==> config.mk <==
export PLATFORM = sky130hd
export DESIGN_NAME = ifetch_unit
export DESIGN_NICKNAME = d
export VERILOG_FILES = /design/src/rtl/ifetch_unit.sv
export SDC_FILE = /design/constraint.sdc
export NUM_CORES = 1
export LEC_CHECK = 0
export CELL_PAD_IN_SITES_DETAIL_PLACEMENT = 2
export CELL_PAD_IN_SITES_GLOBAL_PLACEMENT = 2
export CORE_UTILIZATION = 35
export CTS_BUF_LIST = sky130_fd_sc_hd__clkbuf_4 sky130_fd_sc_hd__clkbuf_8
export DETAILED_ROUTE_END_ITERATION = 6
export PLACE_DENSITY_LB_ADDON = 0.1
export SYNTH_ARGS = -nofsm -noshare
export SYNTH_HDL_FRONTEND = slang
export SYNTH_SLANG_ARGS = --single-unit
==> constraint.sdc <==
create_clock -name clk -period 11.6 [get_ports clk]
set_input_delay 1.16 -clock clk [delete_from_list [all_inputs] [get_ports clk]]
set_output_delay 1.16 -clock clk [all_outputs]
set_load 0.03 [all_outputs]
==> src/rtl/ifetch_unit.sv <==
// ---------------------------------------------------------------------------
// ifetch_unit
//
// Instruction fetch stage for a classic in-order pipeline. It issues one
// request at a time on a split address/data instruction bus, tracks the PC
// of the outstanding request, and holds the returned word in a one-entry
// buffer that the ID stage drains. Branch/exception redirects override
// sequential fetch. If a redirect arrives while a transaction is still
// outstanding, the stale return is marked for discard so that it never
// reaches the buffer.
//
// Ports
//   clk            : sole clock, rising edge
//   rst            : asynchronous active-high reset
//   if_id_stall_i  : ID stage will not take the buffered instruction
//   redirect_i     : redirect request, overrides sequential fetch
//   redirect_pc_i  : redirect target, used only while redirect_i is high
//   inst_req_o     : instruction bus request
//   inst_addr_o    : request address (meaningful while inst_req_o is high)
//   inst_addr_ok_i : bus accepted the request this cycle
//   inst_data_ok_i : bus returned read data this cycle
//   inst_rdata_i   : returned instruction word
//   if_valid_o     : buffer holds a valid instruction
//   if_pc_o        : PC of the buffered instruction
//   if_inst_o      : buffered instruction word
//   if_stall_o     : fetch not ready (buffer empty outside IDLE)
// ---------------------------------------------------------------------------
module ifetch_unit #(
  parameter logic [31:0] RESET_PC = 32'hBFC0_0000
) (
  input  logic        clk,
  input  logic        rst,
  input  logic        if_id_stall_i,
  input  logic        redirect_i,
  input  logic [31:0] redirect_pc_i,
  output logic        inst_req_o,
  output logic [31:0] inst_addr_o,
  input  logic        inst_addr_ok_i,
  input  logic        inst_data_ok_i,
  input  logic [31:0] inst_rdata_i,
  output logic        if_valid_o,
  output logic [31:0] if_pc_o,
  output logic [31:0] if_inst_o,
  output logic        if_stall_o
);

  localparam logic [1:0] ST_IDLE = 2'd0;
  localparam logic [1:0] ST_REQ  = 2'd1;
  localparam logic [1:0] ST_WAIT = 2'd2;

  logic [1:0]  state;
  logic [1:0]  state_nxt;
  logic [31:0] next_pc;
  logic [31:0] inflight_pc;
  logic        discard;

  logic        consume;
  logic        redirect_active;
  logic        issue;
  logic        accept;
  logic        data_ret;
  logic        fill;
  logic [31:0] issue_addr;
  logic [31:0] issue_addr_plus4;

  // Decoded events for the current cycle. A redirect is ignored in IDLE
  // because nothing has been fetched yet and the reset PC is still pending.
  assign consume          = if_valid_o & ~if_id_stall_i;
  assign redirect_active  = redirect_i & (state != ST_IDLE);
  assign issue_addr       = redirect_i ? redirect_pc_i : next_pc;
  assign issue_addr_plus4 = issue_addr + 32'd4;

  // A request is only raised when the buffer will have room by the time the
  // data comes back: either it is empty now or it is being drained now. This
  // guarantees the buffer is empty for the whole of WAIT.
  assign issue    = (state == ST_REQ) & (~if_valid_o | consume);
  assign accept   = issue & inst_addr_ok_i;
  assign data_ret = (state == ST_WAIT) & inst_data_ok_i;

  // Returned data is kept only if no redirect has made it stale, either in
  // an earlier cycle (discard) or in this very cycle (redirect_i).
  assign fill = data_ret & ~discard & ~redirect_i;

  assign inst_req_o  = issue;
  assign inst_addr_o = (state == ST_REQ) ? issue_addr : next_pc;
  assign if_stall_o  = (state != ST_IDLE) & ~if_valid_o;

  // Next-state decode: leave IDLE on the first edge after reset, move to
  // WAIT once the bus accepts an address, back to REQ when the data returns.
  always_comb begin
    state_nxt = state;
    case (state)
      ST_IDLE: state_nxt = ST_REQ;
      ST_REQ:  if (accept)   state_nxt = ST_WAIT;
      ST_WAIT: if (data_ret) state_nxt = ST_REQ;
      default: state_nxt = ST_IDLE;
    endcase
  end

  // State register.
  always_ff @(posedge clk or posedge rst) begin
    if (rst) begin
      state <= ST_IDLE;
    end else begin
      state <= state_nxt;
    end
  end

  // Fetch PC tracking. An accepted request always advances from the address
  // actually issued, which already includes a same-cycle redirect target, so
  // the accept case has priority over the plain redirect case.
  always_ff @(posedge clk or posedge rst) begin
    if (rst) begin
      next_pc     <= RESET_PC;
      inflight_pc <= RESET_PC;
    end else begin
      if (accept) begin
        next_pc     <= issue_addr_plus4;
        inflight_pc <= issue_addr;
      end else if (redirect_active) begin
        next_pc <= redirect_pc_i;
      end
    end
  end

  // Discard flag. Set when a redirect hits while a transaction is still
  // outstanding; cleared when that transaction's data finally returns. A
  // redirect coinciding with the data return needs no flag because the
  // returned word is dropped directly through the fill gating.
  always_ff @(posedge clk or posedge rst) begin
    if (rst) begin
      discard <= 1'b0;
    end else begin
      if (data_ret) begin
        discard <= 1'b0;
      end else if ((state == ST_WAIT) && redirect_i) begin
        discard <= 1'b1;
      end
    end
  end

  // Output buffer. A redirect flushes the buffered instruction, a fresh
  // return fills it, and an ID-stage take empties it. Fill and consume never
  // coincide because the buffer is empty in WAIT.
  always_ff @(posedge clk or posedge rst) begin
    if (rst) begin
      if_valid_o <= 1'b0;
      if_pc_o    <= RESET_PC;
      if_inst_o  <= 32'd0;
    end else begin
      if (redirect_active) begin
        if_valid_o <= 1'b0;
      end else if (fill) begin
        if_valid_o <= 1'b1;
        if_pc_o    <= inflight_pc;
        if_inst_o  <= inst_rdata_i;
      end else if (consume) begin
        if_valid_o <= 1'b0;
      end
    end
  end

endmodule

==> results of run 1 <==
==> per-layer routing <==
layer  vias to the layer above  share of wire [%]
met4                         0               0.95
met2                       118                 51
met5                         -                  0
li1                       2517                  -
met1                      2803                 45
met3                        15                2.8
==> state kept, by name (all words and copies together) (netlist names) <==
name and cells:
state 2, if_inst_o 32, if_valid_o 1, if_pc_o 32
next_pc 32, inflight_pc 32, discard 1
==> critical path: cells and delay by family <==
family	cells	cell delay, ps
AO/OA/AOI/OAI	1	150
buffers and inverters	3	1580
multiplexers	1	460
==> report_power, final <==
group | switching (mW) | internal (mW) | total (mW)
clock network | 0.212 | 0.200 | 0.411
logic | 0.752 | 0.578 | 1.33
registers | 0.166 | 0.705 | 0.871
total | 1.13 | 1.48 | 2.61
==> cells in the mapped netlist, types with 8 or more instances <==
| cell type | count | area share, % |
|---|---|---|
| dfrtp_1 | 105 | 39 |
| xnor2_1 | 12 | 1.5 |
| dfstp_2 | 27 | 10 |
| buf_2 | 16 | 1.2 |
| a21oi_1 | 17 | 1.2 |
| nor2_1 | 17 | 0.94 |
| o21ai_0 | 57 | 4.2 |
| clkbuf_1 | 17 | 0.94 |
| mux2_2 | 107 | 18 |
| nand3b_1 | 8 | 0.88 |
| nand4_1 | 11 | 1.0 |
| nand3_1 | 21 | 1.5 |
| mux2i_1 | 40 | 5.9 |
| nand2_1 | 69 | 3.8 |
==> cell families after synthesis <==
kind of cell | synth area share, %
buffers and inverters | 3.05
and+or+nand+nor | 11.6
xor gates and xnor gates | 2.19
adders and majority gates | 0.184
muxes | 23.6
DFF | 49.0
AOI/OAI and AO/OA | 10.4
==> how the worst max path moves through the flow <==
stage | slack [ps] | end | startpoint | cells after the start
5_1_grt | 6890 | inst_addr_o[6] | redirect_i | 5
2_1_floorplan | 6960 | discard$_DFFE_PP0P_ | rst | 1
6_report | 7060 | inst_addr_o[6] | redirect_i | 5
4_1_cts | 7050 | inst_addr_o[6] | redirect_i | 5
3_3_place_gp | 7160 | inst_addr_o[6] | redirect_i | 5
3_5_place_dp | 7060 | inst_addr_o[6] | redirect_i | 5
==> area by class of cell <==
class                      count  area, sq um
clock inverter                14          165
fill                        1949         9770
inverter                       7         31.3
clock buffer                  18          241
timing repair buffer         175         1730
sequential                   132         3340
tap                          260          325
multi-input combinational    435         3290
==> through the flow <==
stage                     utilization (%)  setup WS [ps]  area, sq um  hold slack [ps]  cells
after floorplan                         -           6960         6810              442    613
after global placement               46.2           7160         8720              463   1009
after detailed placement             46.2           7060         8720              472   1009
after CTS                            48.3           7050         9130              492   1041
after global routing                 48.3           6890         9130              521   1041
final                                48.3           7060         9130              487   1041
==> impl_metrics.env, run 1 <==
export IMPL_status="finished, final reports clean"
export IMPL_areaGrowthSynthToFinish_pct=34.0
export IMPL_critical_path_class="primary input to output pin"
export IMPL_netlist_area_sq_um=6810
export IMPL_r2r_start="next_pc[3]$_DFFE_PP0P_"
export IMPL_p_total_mw=2.61
export IMPL_layout_commonest_cell="clkdlybuf4s50_1"
export IMPL_hold_violations=0
export IMPL_hp_start="inflight_pc[12]$_DFFE_PP0P_"
export IMPL_cts_root_buf="clkbuf_8"
export IMPL_setup_viol=0
export IMPL_grt_pass1_wl_mm=34.6
export IMPL_grt_ovfl_total=0
export IMPL_ys_types=49
export IMPL_core_sq_um=18900
export IMPL_hold_class="register to register"
export IMPL_synth_main_ff_cell="dfrtp_1"
export IMPL_post_route_period_util_pct=39.1
export IMPL_worstPathArrival_ps=3380
export IMPL_cap_violations=0
export IMPL_drtPass1Iterations=5
export IMPL_slew_headroom_pct=33.7
export IMPL_diodes=0
export IMPL_period_needed_ps=4540
export IMPL_vias=5453
export IMPL_die_w_microns=141
export IMPL_holdPathStages=2
export IMPL_rrSetupSlack_ps=9140
export IMPL_grt_util_met2_pct=39.7
export IMPL_final_cell_mix="clkdlybuf4s50_1 (167), mux2_2 (107), dfrtp_1 (105)"
export IMPL_power_leakage_nw=3.86
export IMPL_drt_total_wl_mm=21.2
export IMPL_ant_nets=0
export IMPL_post_route_drc_count=0
export IMPL_synth_nets=684
export IMPL_final_setup_tns_ps=0
export IMPL_r2r_cells=9
export IMPL_layout_nets=839
export IMPL_ir_drop_mv=0.116
export IMPL_slew_violations=0
export IMPL_grt_start_max_net_pins=80
export IMPL_antenna_found_initial=0
export IMPL_synth_warnings=0
export IMPL_port_buffers=168
export IMPL_grt_pass1_vias=6218
export IMPL_min_to="inflight_pc[12]$_DFFE_PP0P_"
export IMPL_cts_clk_slew_worst_paths_ps=90
export IMPL_max_freq_ghz=0.220
export IMPL_synth_edf_count=0
export IMPL_crit_fanout=50
export IMPL_place_gp_congestion=0.811
export IMPL_routedWlPerCell_microns=20.4
export IMPL_rsz0062_at_grt="no"
export IMPL_synthArstFlopShare_pct=100
export IMPL_final_layout_size_suffix_gt1_share_pct=23.4
export IMPL_numCtsBuffers=17
export IMPL_rows=50
export IMPL_required_ps=10440
export IMPL_tightest_slew_ps=995
export IMPL_end_kind="output pin"
export IMPL_die_height_microns=141
export IMPL_io_pins=169
export IMPL_grt_usage_pct=22.4
export IMPL_drt_vias_per_instance=5.24
export IMPL_cp_cell_sequence="buf_4, buf_4, mux2i_1, o21ai_0, clkdlybuf4s50_1"
export IMPL_post_cts_buffers=0
export IMPL_cts_sinks=132
export IMPL_r2r_end="next_pc[28]$_DFFE_PP1P_"
export IMPL_avgSynthCellArea_sq_um=11.1
export IMPL_clk_latency_ps=450
export IMPL_cts_tree="yes"
export IMPL_cts_buffer_depth=2
export IMPL_initial_core_util_pct=36.0
export IMPL_critPathSlowestCell="clkdlybuf4s50_1"
export IMPL_htreeDepth=4
export IMPL_use_met3_pct=3.14
export IMPL_powerDensity_nw_per_um2=286
export IMPL_cpPeakStageDelay_ps=640
export IMPL_dp_hpwl_mm=14.4
export IMPL_cts_resized=0
export IMPL_syn_inst=613
export IMPL_grtUsageMet1_pct=28.5
export IMPL_grt_busiest_layer="met2"
export IMPL_postCtsHoldBufs=0
export IMPL_finalClockSkew_ps=14.8
export IMPL_synth_seq_cells=132
export IMPL_die_area_sq_um=20000
export IMPL_ys_seq_area_share_pct=49.0
export IMPL_cpMostUsedCell="buf_4"
export IMPL_startpoint_type="primary input"
export IMPL_drtIter0Drc=185
No activity file was read; power rests on OpenSTA's default activity.
==> run 2: changes to the inputs <==
Settings changed: CORE_UTILIZATION 35 to 32.
Clock period 11.6 ns to 4.3 ns, I/O delays scaled along.
==> run 2 against run 1 <==
Critical path depth decreased by 2. First-iteration DRC count increased by 56%. Sequential share of layout area decreased by 0.24 points.
==> impl_metrics.env, run 2 (synthesis results as in run 1) <==
export IMPL_status="finished, final reports clean"
export IMPL_r2r_cells=9
export IMPL_post_route_drc_count=0
export IMPL_drtPass1Iterations=4
export IMPL_r2r_end="next_pc[22]$_DFFE_PP1P_"
export IMPL_antenna_found_initial=1
export IMPL_ir_drop_mv=0.379
export IMPL_layout_nets=842
export IMPL_comb_power_share_pct=50.5
export IMPL_critical_path_class="register to output pin"
export IMPL_ant_nets=0
export IMPL_routedWlPerCell_microns=19.9
export IMPL_cts_tree="yes"
export IMPL_p_int_mw=4.07
export IMPL_grt_pass1_wl_mm=33.7
export IMPL_grt_start_max_net_pins=70
export IMPL_place_gp_congestion=0.793
export IMPL_port_buffers=168
export IMPL_htreeDepth=4
export IMPL_slew_headroom_pct=32.6
export IMPL_core_sq_um=20600
export IMPL_post_route_period_util_pct=71.8
export IMPL_grt_pass1_vias=6086
export IMPL_required_ps=3870
export IMPL_setup_viol=0
export IMPL_post_cts_buffers=0
export IMPL_hold_violations=0
export IMPL_p_sw_mw=3.01
export IMPL_numCtsBuffers=17
export IMPL_dp_hpwl_mm=14.3
export IMPL_cpPeakStageDelay_ps=740
export IMPL_postLayoutCellArea_sq_um=9190
export IMPL_cp_cell_sequence="nand2b_1, o21ai_0, clkdlybuf4s50_1"
export IMPL_cts_root_buf="clkbuf_8"
export IMPL_vias=5467
export IMPL_rrSetupSlack_ps=1830
export IMPL_layout_commonest_cell="clkdlybuf4s50_1"
export IMPL_final_setup_tns_ps=0
export IMPL_rsz0062_at_grt="no"
export IMPL_die_height_microns=148
export IMPL_end_kind="output pin"
export IMPL_rows=52
export IMPL_critPathSlowestCell="clkdlybuf4s50_1"
export IMPL_die_w_microns=148
export IMPL_finalClockSkew_ps=18.0
export IMPL_cts_clk_slew_worst_paths_ps=80
export IMPL_p_sw_share_pct=42.5
export IMPL_final_layout_size_suffix_gt1_share_pct=23.7
export IMPL_power_leakage_nw=3.88
export IMPL_placed_area_sq_um=8750
export IMPL_period_needed_ps=3090
export IMPL_cap_violations=0
export IMPL_multi_input_area_sq_um=3290
export IMPL_cts_resized=0
export IMPL_crit_fanout=19
export IMPL_final_cells=1055
export IMPL_cts_buffer_depth=2
export IMPL_hold_class="primary input to async pin"
export IMPL_cts_sinks=132
export IMPL_drt_vias_per_instance=5.18
export IMPL_grt_usage_pct=19.9
export IMPL_grt_ovfl_total=0
export IMPL_die_area_sq_um=21900
export IMPL_areaGrowthSynthToFinish_pct=34.9
export IMPL_fill_cells=2154
export IMPL_worstPathArrival_ps=2660
export IMPL_r2r_start="next_pc[2]$_DFFE_PP0P_"
export IMPL_final_cell_mix="clkdlybuf4s50_1 (167), mux2_2 (107), dfrtp_1 (105)"
export IMPL_drtIter0Drc=289
export IMPL_pwr_share_seq_pct=33.1
export IMPL_setup_slack_ps=1210
export IMPL_post_place_ws_ps=1260
export IMPL_slew_violations=0
export IMPL_io_pins=169
export IMPL_clk_latency_ps=450
export IMPL_seq_area_sq_um=3340
export IMPL_max_freq_ghz=0.324
export IMPL_initial_core_util_pct=33.1
export IMPL_cp_num_buf_inv=1
export IMPL_powerDensity_nw_per_um2=770
export IMPL_postCtsHoldBufs=0
export IMPL_path_delay_family="buffers and inverters"
export IMPL_dpl_cell_count=1022
export IMPL_tightest_slew_ps=1010
export IMPL_p_clk_share_pct=16.4
export IMPL_drt_total_wl_mm=21.0
export IMPL_startpoint_type="register"
==> run 2: changes by cell type in the layout (fill, tap and decap cells not counted), sizes merged <==
cell      previous run  this run
inv                 14        10
buf                  8        11
bufinv               2         3
clkbuf              18        19
clkinv               3         4
clkinvlp             2         3
diode                0         1
==> run 2: worst reg2reg max path, cell delays in order (launching register included) <==
cell and delay [ps]:
dfrtp_1 420, mux2i_1 250, inv_1 100, ha_1 240, nand4b_1 150, a21oi_1 90
buf_4 190, and4_1 310, a2111oi_0 530, nor3_1 110
==> run 2: power by group through the flow <==
stage          combinational [mW]  sequential, mW  clock, mW
2_1_floorplan                1.69            2.78          0
6_report                     3.57            2.34       1.16
4_1_cts                      3.63            2.35       1.20
3_5_place_dp                 3.59            2.37          0
3_3_place_gp                 3.50            2.31          0
5_1_grt                      3.82            2.42       1.24
==> run 2: worst max path at each step <==
| stage | from | slack (ps) | cells after the start | endpoint |
|---|---|---|---|---|
| 2_1_floorplan | rst | 390 | 1 | discard$_DFFE_PP0P_ |
| 3_3_place_gp | redirect_pc_i[15] | 1350 | 6 | next_pc[27]$_DFFE_PP1P_ |
| 3_5_place_dp | redirect_pc_i[14] | 1260 | 6 | next_pc[25]$_DFFE_PP1P_ |
| 4_1_cts | state[1]$_DFFE_PP0P_ | 1160 | 3 | inst_addr_o[28] |
| 5_1_grt | state[1]$_DFFE_PP0P_ | 1050 | 3 | inst_addr_o[6] |
| 6_report | state[1]$_DFFE_PP0P_ | 1210 | 3 | inst_addr_o[28] |
==> run 2: layout make-up <==
class	instances	area share (%)
Sequential cell	132	36.3
Multi-Input combinational cell	435	35.9
Timing Repair Buffer	178	19.1
Tap cell	270	3.68
Clock buffer	19	2.78
Clock inverter	13	1.89
Inverter	7	0.341
Antenna cell	1	0.0272
==> run 2: layer usage <==
| metal | share of wire [%] | GRT usage (%) |
|---|---|---|
| met1 | 44 | 24.4 |
| met2 | 51 | 35.0 |
| met3 | 3.8 | 4.01 |
| met4 | 1.3 | 6.13 |
| met5 | 0 | 0 |
==> run 2: metrics by stage <==
step | util, % | hold slack, ps | power [mW]
after global placement | 42.6 | 464 | 5.81
after floorplan | - | 442 | 4.47
after detailed placement | 42.6 | 470 | 5.96
after CTS | 44.7 | 452 | 7.18
final | 44.7 | 454 | 7.08
after global routing | 44.7 | 475 | 7.49
==> run 3: changes to the inputs <==
Clock period 4.3 ns to 3.05 ns, I/O delays scaled along.
==> run 3 against run 2 <==
Global-route usage hardly changed. Sequential power is 41% higher. Non-clock buffer count is 10 higher. Register-to-register slack worse by 1000 ps. Power is 39% higher. Clock skew is 6.0 ps lower. Combinational power is 41% higher. First-iteration DRC count is 27% lower. Critical path type unchanged. Largest cell class unchanged. Highest routed layer unchanged.
==> impl_metrics.env, run 3 (synthesis results as in run 1) <==
export IMPL_setup_viol=0
export IMPL_critical_path_class="register to output pin"
export IMPL_pwr_share_seq_pct=33.3
export IMPL_final_setup_tns_ps=0
export IMPL_power_leakage_nw=3.93
export IMPL_path_delay_family="buffers and inverters"
export IMPL_place_gp_congestion=0.791
export IMPL_p_total_mw=9.86
export IMPL_dp_hpwl_mm=14.8
export IMPL_cp_num_buf_inv=2
export IMPL_grt_usage_pct=19.9
export IMPL_post_route_drc_count=0
export IMPL_port_buffers=168
export IMPL_antenna_found_initial=0
export IMPL_routedWlPerCell_microns=19.5
export IMPL_cts_clk_slew_worst_paths_ps=80
export IMPL_crit_fanout=17
export IMPL_final_cells=1065
export IMPL_tightest_slew_ps=716
export IMPL_htreeDepth=4
export IMPL_end_kind="output pin"
export IMPL_grt_pass1_wl_mm=34.1
export IMPL_cap_violations=0
export IMPL_drt_vias_per_instance=5.15
export IMPL_die_w_microns=148
export IMPL_drtPass1Iterations=4
export IMPL_cts_buffer_depth=2
export IMPL_p_sw_mw=4.19
export IMPL_vias=5486
export IMPL_dpl_cell_count=1032
export IMPL_drtIter0Drc=210
export IMPL_final_layout_size_suffix_gt1_share_pct=24.9
export IMPL_die_height_microns=148
export IMPL_initial_core_util_pct=33.1
export IMPL_numCtsBuffers=17
export IMPL_layout_commonest_cell="clkdlybuf4s50_1"
export IMPL_max_freq_ghz=0.348
export IMPL_slew_headroom_pct=51.0
export IMPL_grt_pass1_vias=6170
export IMPL_die_area_sq_um=21900
export IMPL_cts_tree="yes"
export IMPL_grt_start_max_net_pins=61
export IMPL_core_sq_um=20600
export IMPL_worstPathArrival_ps=2560
export IMPL_critPathSlowestCell="clkdlybuf4s50_1"
export IMPL_ir_drop_mv=0.395
export IMPL_cpPeakStageDelay_ps=680
export IMPL_cp_cell_sequence="nor2b_1, nand2_1, buf_4, mux2_2, clkdlybuf4s50_1"
export IMPL_status="finished, final reports clean"
export IMPL_postCtsHoldBufs=0
export IMPL_hold_class="primary input to async pin"
export IMPL_period_needed_ps=2870
export IMPL_grt_ovfl_total=0
export IMPL_post_route_period_util_pct=94.1
export IMPL_clk_latency_ps=450
export IMPL_fin_util_pct=45.0
export IMPL_hold_violations=0
export IMPL_areaGrowthSynthToFinish_pct=36.0
export IMPL_required_ps=2740
export IMPL_startpoint_type="register"
export IMPL_p_int_mw=5.68
export IMPL_finalClockSkew_ps=12.1
export IMPL_p_clk_share_pct=15.5
export IMPL_io_pins=169
export IMPL_hold_ws_ps=215
export IMPL_slew_violations=0
export IMPL_rsz0062_at_grt="no"
export IMPL_rows=52
export IMPL_comb_power_share_pct=51.1
export IMPL_p_sw_share_pct=42.5
export IMPL_drt_total_wl_mm=20.7
export IMPL_cts_sinks=132
export IMPL_ant_nets=0
export IMPL_cts_root_buf="clkbuf_8"
export IMPL_layout_nets=852
export IMPL_powerDensity_nw_per_um2=1070
export IMPL_final_cell_mix="clkdlybuf4s50_1 (165), mux2_2 (107), dfrtp_1 (105)"
run 3: routing by layer:
metal | share of wire (%) | up-vias | track usage [%]
li1 | - | 2547 | -
met1 | 45 | 2810 | 25.2
met5 | 0 | - | 0
met3 | 4.2 | 15 | 3.73
met4 | 0.84 | 0 | 5.36
met2 | 50 | 114 | 34.6
run 3: stage by stage:
stage	setup slack [ps]	cell area (sq um)
detailed placement	393	8850
CTS	132	9250
global route	12.0	9260
finish	180	9260
floorplan	90.6	6810
global placement	504	8850
run 3: power groups by stage:
stage          logic, mW  clock network (mW)  registers, mW
6_report            5.05                1.53           3.29
3_5_place_dp        5.09                   0           3.32
5_1_grt             5.40                1.67           3.41
2_1_floorplan       2.38                   0           3.92
4_1_cts             5.13                1.59           3.30
3_3_place_gp        4.95                   0           3.26
run 3: area by class of cell:
cell class                 instances  area [sq um]
fill                            2155         11300
sequential                       132          3340
multi-input combinational        435          3300
timing repair buffer             188          1850
tap                              270           338
clock buffer                      19           255
clock inverter                    13           148
inverter                           7          30.0
antenna                            1          2.50
run 3: worst register-to-register path, cell delays in order (launching register included):
cell	delay [ps]
dfstp_2	570
nand4b_1	160
a2111oi_0	720
nand2b_1	140
or3_1	360
a31o_1	220
run 3: final timing paths:
kind / from / endpoint / slack (ps) / depth (start not counted)
worst max-delay path: state[0]$_DFFE_PP0P_ / inst_addr_o[7] / 180 / 5
worst min-delay path: rst / if_pc_o[1]$_DFFE_PP0P_ / 220 / 2
worst max register to register: next_pc[25]$_DFFE_PP1P_ / next_pc[31]$_DFFE_PP1P_ / 810 / 5
worst min register to register: inflight_pc[11]$_DFFE_PP0P_ / inflight_pc[11]$_DFFE_PP0P_ / 480 / 2
max in group asynchronous: rst / inflight_pc[22]$_DFFE_PP1P_ / 2120 / 3
min in group clk: redirect_i / next_pc[8]$_DFFE_PP0P_ / 430 / 2
run 3: what timing repair did:
item / 4_1_cts / 5_1_grt
gates resized for setup: 0 / 2
buffers inserted: 0 / 0
endpoints found under the setup margin: 0 / 1
